## src/rtl/alu3_pkg.sv

```systemverilog
// rtl/alu3_pkg.sv - shared types and constants for the 3-bit accumulate controller
//
// Contents:
//   ALU3_WIDTH    default accumulator/operand width
//   alu3_op_e     command opcodes (NOP, LOAD, ADD, CLEAR)
//   alu3_state_e  sequencer states (IDLE, EXEC, HOLD)
package alu3_pkg;

  localparam int ALU3_WIDTH = 3;

  typedef enum logic [1:0] {
    OP_NOP   = 2'b00,
    OP_LOAD  = 2'b01,
    OP_ADD   = 2'b10,
    OP_CLEAR = 2'b11
  } alu3_op_e;

  typedef enum logic [1:0] {
    ST_IDLE = 2'b00,
    ST_EXEC = 2'b01,
    ST_HOLD = 2'b10
  } alu3_state_e;

endpackage

```

## src/rtl/alu3_rr_arb.sv

```systemverilog
// rtl/alu3_rr_arb.sv - 2-way round-robin arbiter (combinational, pointer kept by parent)
//
// Ports:
//   valid  in  2  request valids, bit i = requester i
//   ptr    in  1  requester favoured when both are valid
//   grant  out 2  one-hot grant, zero when no valid
module alu3_rr_arb
  import alu3_pkg::*;
(
  input  logic [1:0] valid,
  input  logic       ptr,
  output logic [1:0] grant
);

  always_comb begin
    grant = 2'b00;
    case (valid)
      2'b01:   grant = 2'b01;
      2'b10:   grant = 2'b10;
      2'b11:   grant = ptr ? 2'b10 : 2'b01;
      default: grant = 2'b00;
    endcase
  end

endmodule

```

## src/rtl/alu3_seq_ctrl.sv

```systemverilog
// rtl/alu3_seq_ctrl.sv - two-requester sequencer/arbiter for the 3-bit accumulator
//
// Build option: define ALU3_SAT_EN to make ADD saturate at 2^WIDTH-1 instead of wrapping.
//
// Ports:
//   Clock, Resetn                 clock (rising edge), asynchronous active-low reset
//   req0_valid/op/data/ready      requester 0 command handshake
//   req1_valid/op/data/ready      requester 1 command handshake
//   acc_q      out WIDTH          accumulator
//   carry_q    out 1              sticky carry/overflow
//   hex_nibble out 4              {carry_q, acc_q} for the 7-segment decoder
//   done       out 1              one-cycle pulse after the accumulator is updated
//   grant_id   out 1              requester of the last accepted command
//   busy       out 1              sequencer not idle
module alu3_seq_ctrl
  import alu3_pkg::*;
#(
  parameter int WIDTH       = ALU3_WIDTH,
  parameter int HOLD_CYCLES = 2
) (
  input  logic             Clock,
  input  logic             Resetn,
  input  logic             req0_valid,
  input  logic [1:0]       req0_op,
  input  logic [WIDTH-1:0] req0_data,
  output logic             req0_ready,
  input  logic             req1_valid,
  input  logic [1:0]       req1_op,
  input  logic [WIDTH-1:0] req1_data,
  output logic             req1_ready,
  output logic [WIDTH-1:0] acc_q,
  output logic             carry_q,
  output logic [3:0]       hex_nibble,
  output logic             done,
  output logic             grant_id,
  output logic             busy
);

  localparam int CW = (HOLD_CYCLES > 1) ? $clog2(HOLD_CYCLES) : 1;

  alu3_state_e      state, state_nxt;
  logic             ptr;
  logic [1:0]       grant;
  logic             accept;
  alu3_op_e         op_q;
  logic [WIDTH-1:0] data_q;
  logic [CW-1:0]    hold_cnt;
  logic             hold_last;
  logic [WIDTH:0]   sum;
  logic [WIDTH:0]   nib_full;

  alu3_rr_arb u_arb (
    .valid (  {req1_valid, req0_valid}),
    .ptr   (  ptr),
    .grant (  grant)
  );

  // Arbitration runs continuously, but a grant only counts while idle.
  assign accept    = (state == ST_IDLE) && (grant != 2'b00);
  assign hold_last = ({{(32-CW){1'b0}}, hold_cnt} == 32'(HOLD_CYCLES - 1));

  always_ff @(posedge Clock or negedge Resetn) begin
    if (!Resetn) state <= ST_IDLE;
    else         state <= state_nxt;
  end

  always_comb begin
    state_nxt  = state;
    req0_ready = 1'b0;
    req1_ready = 1'b0;
    case (state)
      ST_IDLE: begin
        req0_ready = grant[0];
        req1_ready = grant[1];
        if (accept) state_nxt = ST_EXEC;
      end
      ST_EXEC: state_nxt = (HOLD_CYCLES > 0) ? ST_HOLD : ST_IDLE;
      ST_HOLD: if (hold_last) state_nxt = ST_IDLE;
      default: state_nxt = ST_IDLE;
    endcase
  end

  always_ff @(posedge Clock or negedge Resetn) begin
    if (!Resetn) begin
      hold_cnt <= '0;
    end else if (state == ST_EXEC) begin
      hold_cnt <= '0;
    end else if (state == ST_HOLD) begin
      hold_cnt <= hold_cnt + 1'b1;
    end
  end

  // Command capture; the pointer then favours whoever was not just served.
  always_ff @(posedge Clock or negedge Resetn) begin
    if (!Resetn) begin
      op_q     <= OP_NOP;
      data_q   <= '0;
      grant_id <= 1'b0;
      ptr      <= 1'b0;
    end else if (accept) begin
      op_q     <= grant[1] ? alu3_op_e'(req1_op) : alu3_op_e'(req0_op);
      data_q   <= grant[1] ? req1_data : req0_data;
      grant_id <= grant[1];
      ptr      <= ~grant[1];
    end
  end

  assign sum = {1'b0, acc_q} + {1'b0, data_q};

  always_ff @(posedge Clock or negedge Resetn) begin
    if (!Resetn) begin
      acc_q   <= '0;
      carry_q <= 1'b0;
      done    <= 1'b0;
    end else begin
      done <= (state == ST_EXEC);
      if (state == ST_EXEC) begin
        case (op_q)
          OP_LOAD: begin
            acc_q   <= data_q;
            carry_q <= 1'b0;
          end
          OP_ADD: begin
`ifdef ALU3_SAT_EN
            acc_q   <= sum[WIDTH] ? {WIDTH{1'b1}} : sum[WIDTH-1:0];
`else
            acc_q   <= sum[WIDTH-1:0];
`endif
            carry_q <= carry_q | sum[WIDTH];
          end
          OP_CLEAR: begin
            acc_q   <= '0;
            carry_q <= 1'b0;
          end
          default: ;
        endcase
      end
    end
  end

  assign nib_full   = {carry_q, acc_q};
  assign hex_nibble = 4'(nib_full);
  assign busy       = (state != ST_IDLE);

endmodule

```

## config.mk

```make
export PLATFORM = sky130hd
export DESIGN_NAME = alu3_seq_ctrl
export DESIGN_NICKNAME = d
export VERILOG_FILES = /design/src/rtl/alu3_pkg.sv /design/src/rtl/alu3_rr_arb.sv /design/src/rtl/alu3_seq_ctrl.sv
export SDC_FILE = /design/constraint.sdc
export NUM_CORES = 1
export LEC_CHECK = 0
export BUFFER_PORTS_ARGS = -buffer_cell sky130_fd_sc_hd__buf_2
export CELL_PAD_IN_SITES_DETAIL_PLACEMENT = 0
export CELL_PAD_IN_SITES_GLOBAL_PLACEMENT = 1
export CORE_MARGIN = 2
export CORE_UTILIZATION = 28
export CTS_CLUSTER_SIZE = 30
export DETAILED_ROUTE_END_ITERATION = 10
export GPL_TIMING_DRIVEN = 0
export PLACE_DENSITY = 0.71
export SLEW_MARGIN = 20
export SYNTH_ARGS = -nofsm -noshare
export SYNTH_HDL_FRONTEND = slang
export SYNTH_SLANG_ARGS = --single-unit
export TNS_END_PERCENT = 10
```

## constraint.sdc

```tcl
create_clock -name Clock -period 2.3 [get_ports Clock]
set_input_delay 0.345 -clock Clock [delete_from_list [all_inputs] [get_ports Clock]]
set_output_delay 0.345 -clock Clock [all_outputs]
set_load 0.05 [all_outputs]
```

### After elaboration in Yosys (flattened, before gate mapping)

Index checks and enable logic that the tools add are counted.

* register bits: 15
* bits of input ports: 14
* output and inout port bits: 13
* word-level logic and storage cells: 47

* add/subtract/negate cells: 2
* eq/ne operators: 10
* multiplexer cells: 13
* bitwise operators: 2
* reduce and logical (&&, ||, !) cells: 11

Operator list (number)
* 2-bit one-hot mux with 3 select lines: 2
* 2-bit == test, second input constant: 5
* 3-bit one-hot mux with 3 select lines: 1
* 2-bit 2-to-1 mux: 4
* 2-bit nonzero test: 4
* 2-bit by 1-bit == test with 1-bit output, second input constant: 3
* 2-bit AND reduction: 3
* 3-bit by 3-bit adder with 4-bit output: 1
* 1-bit 2-to-1 mux: 4
* 2-bit inequality test, second input constant: 2
* 3-bit 2-to-1 mux: 1
* 3-bit nonzero test: 1
* 2-bit zero test: 1
* 1-bit one-hot mux with 2 select lines: 1
* 2-bit OR reduction: 1
* 1-bit adder, second input constant: 1
* 1-bit logical AND: 1
* 1-bit NOT: 1
* 1-bit bitwise OR: 1

### Logic depth before layout (Yosys ltp)

* depth after elaboration: 6
* gate-level depth with buffers: 6
* mapped depth without buffers: 5

### Cells and area by module

From an unflattened synthesis, not the netlist that was laid out.

* cells, all modules: 89
* area total of the unflattened synthesis: 887.1 µm²

Modules (own cells, without submodules)
* alu3_seq_ctrl: times used 1, cells each 86, area each 868.3 µm², sequential area each 375.4 µm²
* alu3_rr_arb: times used 1, cells each 3, area each 18.8 µm², sequential area each 0.0 µm²

### Worst setup path after synthesis

OpenSTA, ideal clock, no wires.

* path type: register to output
* from: reg state[0]
* to: out req1_ready
* arrival: 1.558 ns
* required time: 1.955 ns
* setup slack: 0.397 ns
* cell stages (with the launch flop): 5
* path buffers: 0
* cells stage by stage: dfrtp_1 > inv_1 > ha_1 > inv_1 > nor3_4

* longest elaborated chain between the ends: 2

Ends and longest elaborated chain
* start: declaration: RTL line alu3_seq_ctrl.sv:41 `alu3_state_e state, state_nxt;`
* start signal: assignment: RTL line alu3_seq_ctrl.sv:64 `else state <= state_nxt;`
* 2-bit zero test: RTL line alu3_seq_ctrl.sv:71 `case (state)`
* 1-bit 2-to-1 mux: RTL line alu3_seq_ctrl.sv:71
* end: declaration: RTL line alu3_seq_ctrl.sv:30 `output logic req1_ready,`

No other way between the ends.

### Worst setup path after layout

Same ends and word-level chain as after synthesis.

==> metrics.md <==
| Metric | Value |
|---|---|
| Status | finished clean |
| Global Route Usage Sum | 0.119 |
| Initial Utilization | 0.290 |
| Critical Path Fanout Max | 6 |
| Synth Area in Compound Gates | 0.209 |
| Avg Inst Size Synth | between 10 and 15 um2 |
| Bufs on Longest Clock Path | 2 |
| CTS clk-pin slew, worst paths | ~90 ps |
| Comb power frac | 0.629 |
| Fraction of the mapped netlist area in adder cells | 0.108 |
| Switching share of power | 0.517 |
| Max Fclk | between 400 and 500 MHz |
| Simple-gate portion of the synthesized area | 0.142 |
| Hold Fails Final Rpt | 0 |
| First-pass GRT wire length | approximately 3200 um |
| CTS root buf | clkbuf_4 |
| Clock Power Share | 0.086 |
| Antenna Cells | 0 |
| DRC | 0 |
| Slowest stage delay, CP | 400 ps |
| CP Cell Sequence | inv_1 > ha_1 > inv_1 > nor3_4 > buf_2 |
| Layout cells sized above 1 | 0.353 |
| Vias per Instance | about 4.5 |
| Unrepaired setup endpoints after global routing | false |
| Initial antenna violation count | 0 |
| CTS tree | built |
| NumNets Final | roughly 140 |
| Finished Layout Cells | 160 |
| Max-cap violations | 0 |
| Synth area leaders | dfrtp_1, ha_1, a221o_1 |
| Core area | slightly above 3000 um2 |
| Power density cells | 1650 nW/um2 |
| H-tree depth | 1 |
| Synth Net Count | between 100 and 150 |
| Synth area leader | dfrtp_1 |
| Fin Setup TNS | 0 ps |
| Vias in the first global route | slightly above 700 |
| Xor/xnor share of the synthesized area | 0.00997 |
| Fill cells | around 310 |
| Min cycle time layout | between 2000 and 2500 ps |
| Worst VDD drop | roughly 0.55 mV |
| CP required | 1960 ps |
| GRT overflow | 0 |
| Resize count post-CTS | 0 |
| Setup violators final | 0 |
| Post-DP HPWL | roughly 1500 um |
| Largest family of logic cells by synthesized area | compound AO/OA/AOI/OAI gates |
| GP Congestion | 0.694 |
| Final Core Density | 0.363 |
| CP bufs+invs | 3 |
| Hold Crit Class | primary input to flop |
| Post-Route Skew | 1.19 ps |
| Asr flop ratio synth | 1.00 |
| Mux contribution to synthesized area | 0.0242 |
| Slew HR | 0.771 |
| Detail Route Antenna Nets | 0 |
| Routed via count | 721 |
| Cell family with most CP delay | buffers and inverters |
| Worst-margin pin slew | ~340 ps |
| Placed cell count | 155 |
| Synth cell types | 29 |
| Sink Count | 15 |
| Seq cells post-synth | 15 |
| Clk Latency, worst-skew pair | around 280 ps |
| Critical path type | flop to output pin |
| Area growth syn-to-layout | 25.2% |
| Chip Height | approximately 60 um |
| Int Pwr | a little under 900 uW |
| Sw power | roughly 940 uW |
| Register area share after synthesis | 0.427 |
| Postcts setup bufs | 0 |
| Tcrit/Tclk final | 0.928 |
| Mapped cell area | 878 um2 |
| EDFF count, synth | 0 |
| Register share of total power | 0.285 |
| First-pass DRT Iterations | 3 |
| Num CTS Buffers | 3 |
| Worst Setup Start Kind | flop |
| Row count | 20 |
| Die X | 60.0 um |
| Initial drt markers | 10 |
| Die area | about 3600 um2 |
| WP data arrival | 1790 ps |
| Gate Count Post-Synth | 85 |
| Number of port buffers | 26 |
| Yosys warning total | 0 |
| Pin count of the biggest net entering global routing | 16 |
| Synth Flop Type | dfrtp_1 |
| Most used cell, CP | inv_1 |
| I/O Pins | 27 |
| Total Routed Length | 1800 um |
| Fin. max-slew vios | 0 |
| Slowest cell on crit path | dfrtp_1 |
| Critical Path End Type | output pin |
| Leakage | 0.541 nW |
| DR WL/cell | 11.3 um |
| Synth top area share | 0.427 |
power by group through the flow:
stage / Sequential, mW / Clock [mW] / Combinational [mW]
detailed placement: 0.526 / 0 / 1.15
CTS: 0.521 / 0.164 / 1.15
floorplan: 0.672 / 0 / 0.751
global placement: 0.514 / 0 / 1.12
global route: 0.545 / 0.185 / 1.25
finish: 0.517 / 0.156 / 1.14
logic make-up (layout without fill, tap and decap cells):
| group | after synthesis | count (layout) |
|---|---|---|
| DFF | 15 | 15 |
| muxes | 2 | 2 |
| xor gates and xnor gates | 1 | 1 |
| adders and majority gates | 7 | 7 |
| and+or+nand+nor | 21 | 21 |
| buffers and inverters | 13 | 44 |
| AOI/OAI and AO/OA | 26 | 26 |
through the flow:
| stage | cell area, um2 | power [mW] | hold slack [ps] | setup WS (ps) |
|---|---|---|---|---|
| floorplan | 878 | 1.42 | 49.4 | 397 |
| global placement | 1060 | 1.64 | 270 | 489 |
| detailed placement | 1060 | 1.67 | 272 | 471 |
| CTS | 1100 | 1.84 | 281 | 133 |
| global route | 1100 | 1.99 | 254 | 18.5 |
| finish | 1100 | 1.81 | 286 | 166 |
placed cells by master (no fill, tap or decap):
cell type and n:
and2_1 2, a31oi_1 3, nand2_1 2, o21ai_2 1
dlygate4sd3_1 1, clkbuf_4 3, o21ai_0 3, or3b_1 1
inv_1 6, a221o_1 6, ha_1 6, fa_1 1
a21oi_1 7, nor3_4 1, inv_2 1, nor2b_1 1
clkbuf_1 1, mux2i_1 1, nor2_1 5, and2_0 1
mux2_2 1, nand2b_1 4, buf_2 26, buf_4 5
a21oi_2 1, xor2_1 1, a22oi_1 1, o21a_1 2
dfrtp_1 15, nand3_1 3, clkbuf_2 1, and2b_2 1
o21bai_1 2
worst paths after layout:
path	startpoint	endpoint	slack, ps	cells past startpoint
max	state[0]$_DFFE_PN0P_	req1_ready	170	5
min	req0_op[0]	op_q[0]$_DFFE_PN0P_	290	2
max reg2reg	acc_q[0]$_DFFE_PN0P_	acc_q[2]$_DFFE_PN0P_	670	4
min in group asynchronous	Resetn	acc_q[1]$_DFFE_PN0P_	490	2
max in group asynchronous	Resetn	grant_id$_DFFE_PN0P_	1560	2
min reg2reg	grant_id$_DFFE_PN0P_	grant_id$_DFFE_PN0P_	550	2
flip-flops by register name, indices dropped and copies added (netlist names):
signal	cells
ptr	1
op_q	2
carry_q	1
hold_cnt	1
state	2
acc_q	3
data_q	3
grant_id	1
done	1
cell usage after synthesis (2+ instances only):
master / number
nor2_1: 5
ha_1: 6
o21ai_0: 3
o21bai_1: 2
dfrtp_1: 15
a221o_1: 6
nand3_1: 3
a21oi_1: 7
inv_1: 6
o21a_1: 2
a31oi_1: 3
nand2b_1: 4
and2_1: 2
nand2_1: 2
buf_4: 5
cell type report:
class / count / area (um2) / share of cell area
multi-input cells: 57 / 434 / 0.395
repair buffers: 27 / 140 / 0.127
plain buffers: 6 / 42.5 / 0.0387
flip-flops and latches: 15 / 375 / 0.341
clock buffers: 4 / 26.3 / 0.0239
inverters: 7 / 26.3 / 0.0239
well taps: 44 / 55.1 / 0.0501
worst reg2reg max path, stage by stage, from the launching register on:
cell and delay (ps):
dfrtp_1 430, ha_1 240, fa_1 380, xor2_1 150, a221o_1 310
repair_timing:
item,in CTS,in global routing
setup endpoints to repair,0,0
endpoints found under the hold margin,15,0
hold buffers,1,0
routing by layer:
metal	up-vias	track usage	wire (um)
met2	17	0.193	871
met1	338	0.154	855
li1	366	-	-
met5	-	0	0
met4	0	0.0286	0
met3	0	0.0390	73
Power figures use the tool's default switching activity.
